$ cat src/rtl/multicycle_ctrl.sv
// Multicycle processor control unit.
// Moore FSM sequencing fetch, decode, memory access, execute and write-back
// steps, plus a retired-instruction counter. All datapath strobes are decoded
// from the registered state. The only exceptions are the MemReady-gated
// strobes in FETCH and MEMWRITE and the Illegal pulse in DECODE.
//
// Memory handshake: an access is in flight while the FSM sits in FETCH,
// MEMREAD or MEMWRITE. It completes in the cycle where MemReady=1, and the
// FSM advances on that edge. MemReady is ignored in every other state.
module multicycle_ctrl #(
  parameter int CNT_W = 16
) (
  input  logic             clk,
  input  logic             reset,
  input  logic [1:0]       Op,
  input  logic [5:0]       Funct,
  input  logic             MemReady,
  output logic             IRWrite,
  output logic             NextPC,
  output logic             RegW,
  output logic             MemW,
  output logic             Branch,
  output logic             ALUOp,
  output logic             AdrSrc,
  output logic             ALUSrcA,
  output logic [1:0]       ALUSrcB,
  output logic [1:0]       ResultSrc,
  output logic             Done,
  output logic             Illegal,
  output logic [3:0]       State,
  output logic [CNT_W-1:0] Retired
);

  typedef enum logic [3:0] {
    S_FETCH    = 4'd0,
    S_DECODE   = 4'd1,
    S_MEMADR   = 4'd2,
    S_MEMREAD  = 4'd3,
    S_MEMWB    = 4'd4,
    S_MEMWRITE = 4'd5,
    S_EXECUTER = 4'd6,
    S_EXECUTEI = 4'd7,
    S_ALUWB    = 4'd8,
    S_BRANCH   = 4'd9
  } state_t;

  state_t           state_q;
  logic [CNT_W-1:0] retired_q;
  logic [CNT_W-1:0] retired_d;

  // Funct[4:1] carry operation detail for the ALU decoder, not for sequencing.
  logic unused_funct;
  assign unused_funct = ^Funct[4:1];

  // Decode the datapath strobes from the current state. Anything not set is 0.
  always_comb begin
    IRWrite   = 1'b0;
    NextPC    = 1'b0;
    RegW      = 1'b0;
    MemW      = 1'b0;
    Branch    = 1'b0;
    ALUOp     = 1'b0;
    AdrSrc    = 1'b0;
    ALUSrcA   = 1'b0;
    ALUSrcB   = 2'b00;
    ResultSrc = 2'b00;
    Done      = 1'b0;
    Illegal   = 1'b0;
    case (state_q)
      S_FETCH: begin
        ALUSrcA   = 1'b1;
        ALUSrcB   = 2'b10;
        ResultSrc = 2'b10;
        IRWrite   = MemReady;
        NextPC    = MemReady;
      end
      S_DECODE: begin
        ALUSrcA   = 1'b1;
        ALUSrcB   = 2'b10;
        ResultSrc = 2'b10;
        Illegal   = (Op == 2'b11);
      end
      S_MEMADR: begin
        ALUSrcB = 2'b01;
      end
      S_MEMREAD: begin
        AdrSrc = 1'b1;
      end
      S_MEMWB: begin
        ResultSrc = 2'b01;
        RegW      = 1'b1;
        Done      = 1'b1;
      end
      S_MEMWRITE: begin
        AdrSrc = 1'b1;
        MemW   = 1'b1;
        Done   = MemReady;
      end
      S_EXECUTER: begin
        ALUOp = 1'b1;
      end
      S_EXECUTEI: begin
        ALUSrcB = 2'b01;
        ALUOp   = 1'b1;
      end
      S_ALUWB: begin
        RegW = 1'b1;
        Done = 1'b1;
      end
      S_BRANCH: begin
        ALUSrcB   = 2'b01;
        ResultSrc = 2'b10;
        Branch    = 1'b1;
        Done      = 1'b1;
      end
      default: begin
      end
    endcase
  end

  // Count every completed instruction; wraps silently.
  assign retired_d = retired_q + {{(CNT_W-1){1'b0}}, Done};

  // State sequencing and retired counter; reset wins over any transition.
  always_ff @(posedge clk) begin
    if (reset) begin
      state_q   <= S_FETCH;
      retired_q <= '0;
    end else begin
      retired_q <= retired_d;
      case (state_q)
        S_FETCH:    if (MemReady) state_q <= S_DECODE;
        S_DECODE: begin
          case (Op)
            2'b00:   state_q <= Funct[5] ? S_EXECUTEI : S_EXECUTER;
            2'b01:   state_q <= S_MEMADR;
            2'b10:   state_q <= S_BRANCH;
            default: state_q <= S_FETCH;
          endcase
        end
        S_MEMADR:   state_q <= Funct[0] ? S_MEMREAD : S_MEMWRITE;
        S_MEMREAD:  if (MemReady) state_q <= S_MEMWB;
        S_MEMWB:    state_q <= S_FETCH;
        S_MEMWRITE: if (MemReady) state_q <= S_FETCH;
        S_EXECUTER: state_q <= S_ALUWB;
        S_EXECUTEI: state_q <= S_ALUWB;
        S_ALUWB:    state_q <= S_FETCH;
        S_BRANCH:   state_q <= S_FETCH;
        // Encodings 10-15 fall back to FETCH.
        default:    state_q <= S_FETCH;
      endcase
    end
  end

  assign State   = state_q;
  assign Retired = retired_q;

endmodule
$ cat config.mk
export PLATFORM = sky130hd
export DESIGN_NAME = multicycle_ctrl
export DESIGN_NICKNAME = d
export VERILOG_FILES = /design/src/rtl/multicycle_ctrl.sv
export SDC_FILE = /design/constraint.sdc
export NUM_CORES = 1
export LEC_CHECK = 0
export CAP_MARGIN = 20
export CORE_MARGIN = 10
export CORE_UTILIZATION = 40
export DETAILED_ROUTE_END_ITERATION = 6
export MAX_ROUTING_LAYER = met4
export PLACE_DENSITY = 0.77
export SYNTH_ARGS = -nofsm -noshare
export SYNTH_HDL_FRONTEND = slang
export SYNTH_SLANG_ARGS = --single-unit
$ cat constraint.sdc
create_clock -name clk -period 2.76 [get_ports clk]
set_input_delay 0.828 -clock clk [delete_from_list [all_inputs] [get_ports clk]]
set_output_delay 0.828 -clock clk [all_outputs]
set_load 0.1 [all_outputs]
==> results.cfg <==
[clocking]
cts_tree = done
cts-root-buf = clkbuf_4
cts_buffer_depth = 2
ctsHoldBuffers = 0
clock-sinks = 20
ctsResizeCount = 0
post-cts-setup-buffers = 0
h-tree-depth = 1
cts_buffers = 3
clk_latency_ns = 0.30
clk_pin_slew_ns = 0.12

[timing]
finalCritPeriodShare = 0.987
max_freq_ghz = 0.367
finalClockSkew_ns = 0.00437
slew_viol_final = 0
finalWorstPathRequiredPeriod_ns = 2.72
hold_violations = 0
setup_viol = 0
worstMarginPinSlew_ns = 0.628
slew_headroom = 0.580
rsz0062_at_grt = false

[grt]
grt_start_max_net_pins = 20
overflow = 0
grt_usage = 0.122
antenna_found_initial = 0
grt_first_pass_wirelength_um = 5250
grt_pass1_vias = 1083

[worst_setup_path]
crit_start = MemReady
ff2ff_setup_slack_ns = 0.41
cp_data_arrival_time_ns = 1.89
r2r-start = State[2]
cp_max_fo = 3
crit_type = in2out
critPathCaptureType = output port
worst_r2r_path_depth = 7
reg2reg_to = Retired[13]
start_kind = input port
cp.required_ns = 1.93
crit_path_end = Done

[synth]
synth_top_area_frac = 0.351
ys_warn_count = 0
synth_seq_area_share = 0.351
yosys.cell_types.count = 41
synth_seq_cells = 20
synthCells = 137
syn_area_sq_um = 1140
synth_edf_count = 0
avgSynthCellArea_sq_um = 8.33
yosysTopAreaCell = dfxtp_1
synthTopCellsByCount = dfxtp_1 (20), nor2_1 (14), nor2b_1 (8), nor3_1 (8)
yosysMostFrequentCell = dfxtp_1
synth.area.top_cells = dfxtp_1 (35%), mux2_2 (4.9%), nor2_1 (4.6%)
synthesis.nets = 150
synthArstFlopShare = 0
synthFlopType = dfxtp_1

[floorplanning]
chipWidth_um = 73.4
io_pins = 45
die_h_um = 73.4
die_area_sq_um = 5390
start_util = 0.417
core_area_sq_um = 2730
row_count = 19

[detailed_routing]
drtIter0Drc = 96
drtAntennaViolNets = 0
viasPerCell = 5.56
drt-total-wl_um = 3110
drcViolationCount = 0
wl_per_cell_um = 15.0
dr.pass1.iters = 4
num_vias = 1150

[power]
peakVddDrop_v = 0.000478
pwr-share-clk = 0.239
p_comb_frac = 0.381
p_seq_frac = 0.380
switchingPower_w = 0.000332
p_int_w = 0.000507
cellPowerDensity_nw_per_um2 = 460
p_leak_nw = 0.687
switching_share = 0.395

[layout]
diodes = 0
drive_above_1_share = 0.403
syn2layout_area_growth_pct = 60.0
fin_util = 0.668
fin_nets = 190
design_area_sq_um = 1830

[status]
status = finished clean

[run]
max_cap_violations = 0

[placement]
placed_cell_area_sq_um = 1780
place.gp.congestion = 0.792
io_buffers = 40
place.detailed.hpwl_um = 2480

[min_path]
holdCritPathClass = reg2reg
-- layout make-up --
class                      count  area (sq um)
fill                         230           908
multi-input combinational    101           811
timing repair buffer          45           490
sequential                    20           415
clock buffer                   4          47.5
tap                           31          38.8
inverter                       6          22.5
-- placed cells by master, fill, tap and decap left out, types with 2 or more instances in the layout --
cell type	instances
nand4_1	3
buf_12	11
nand2_1	4
nor2b_1	8
ha_4	2
nor2_1	14
clkbuf_4	3
nand4_2	2
nor3_1	3
nand3_1	4
inv_1	5
mux2_2	5
or3_1	5
nor4_1	4
buf_4	28
nor3_4	5
dfxtp_1	16
clkdlybuf4s50_1	6
xnor2_1	5
a21oi_1	6
o21ai_0	4
dfxtp_4	4
nor4b_1	2
-- logic make-up after synthesis --
family                     synth area share
AOI/OAI and AO/OA                     0.117
xor gates and xnor gates             0.0461
adders and majority gates            0.0219
buffers and inverters                0.0592
DFF                                   0.351
muxes                                0.0680
and+or+nand+nor                       0.337
-- registers in the layout (all words and copies together), names as in the netlist --
| register | count |
|---|---|
| State | 4 |
| Retired | 16 |
-- power groups by stage --
stage | clock (W) | combinational (W) | sequential, W
floorplan | 0 | 0.000218 | 0.000348
global placement | 0 | 0.000318 | 0.000325
detailed placement | 0 | 0.000322 | 0.000326
CTS | 0.000206 | 0.000322 | 0.000319
global route | 0.000226 | 0.000334 | 0.000322
finish | 0.000200 | 0.000319 | 0.000319
-- critical path, cell delays in order --
cell and delay, ns:
clkdlybuf4s50_1 0.49, a211o_4 0.40, buf_12 0.17
-- how the worst min path moves through the flow --
| stage | depth (start not counted) | to | startpoint | slack, ns |
|---|---|---|---|---|
| floorplan | 3 | State[1] | State[0] | 0.78 |
| global placement | 2 | Retired[7] | Retired[7] | 0.49 |
| detailed placement | 2 | Retired[7] | Retired[7] | 0.51 |
| CTS | 2 | Retired[7] | Retired[7] | 0.53 |
| global route | 2 | Retired[8] | Retired[8] | 0.57 |
| finish | 2 | Retired[7] | Retired[7] | 0.53 |
-- per-stage QoR --
stage          hold WS, ns  total power [W]  std cells  setup TNS [ns]  setup slack, ns
2_1_floorplan        0.778         0.000566        137           -8.70           -0.669
3_3_place_gp         0.494         0.000643        203               0           0.0441
3_5_place_dp         0.511         0.000648        203         -0.0128          -0.0128
4_1_cts              0.528         0.000847        207               0           0.0357
5_1_grt              0.570         0.000882        207               0           0.0263
6_report             0.529         0.000839        207               0           0.0372
-- per-layer routing --
metal,track usage,share of wire,vias to the layer above
li1,-,-,579
met2,0.193,0.51,30
met4,0.0414,0.017,0
met3,0.0417,0.057,4
met5,-,0,-
met1,0.141,0.42,537
Power figures use the tool's default switching activity.
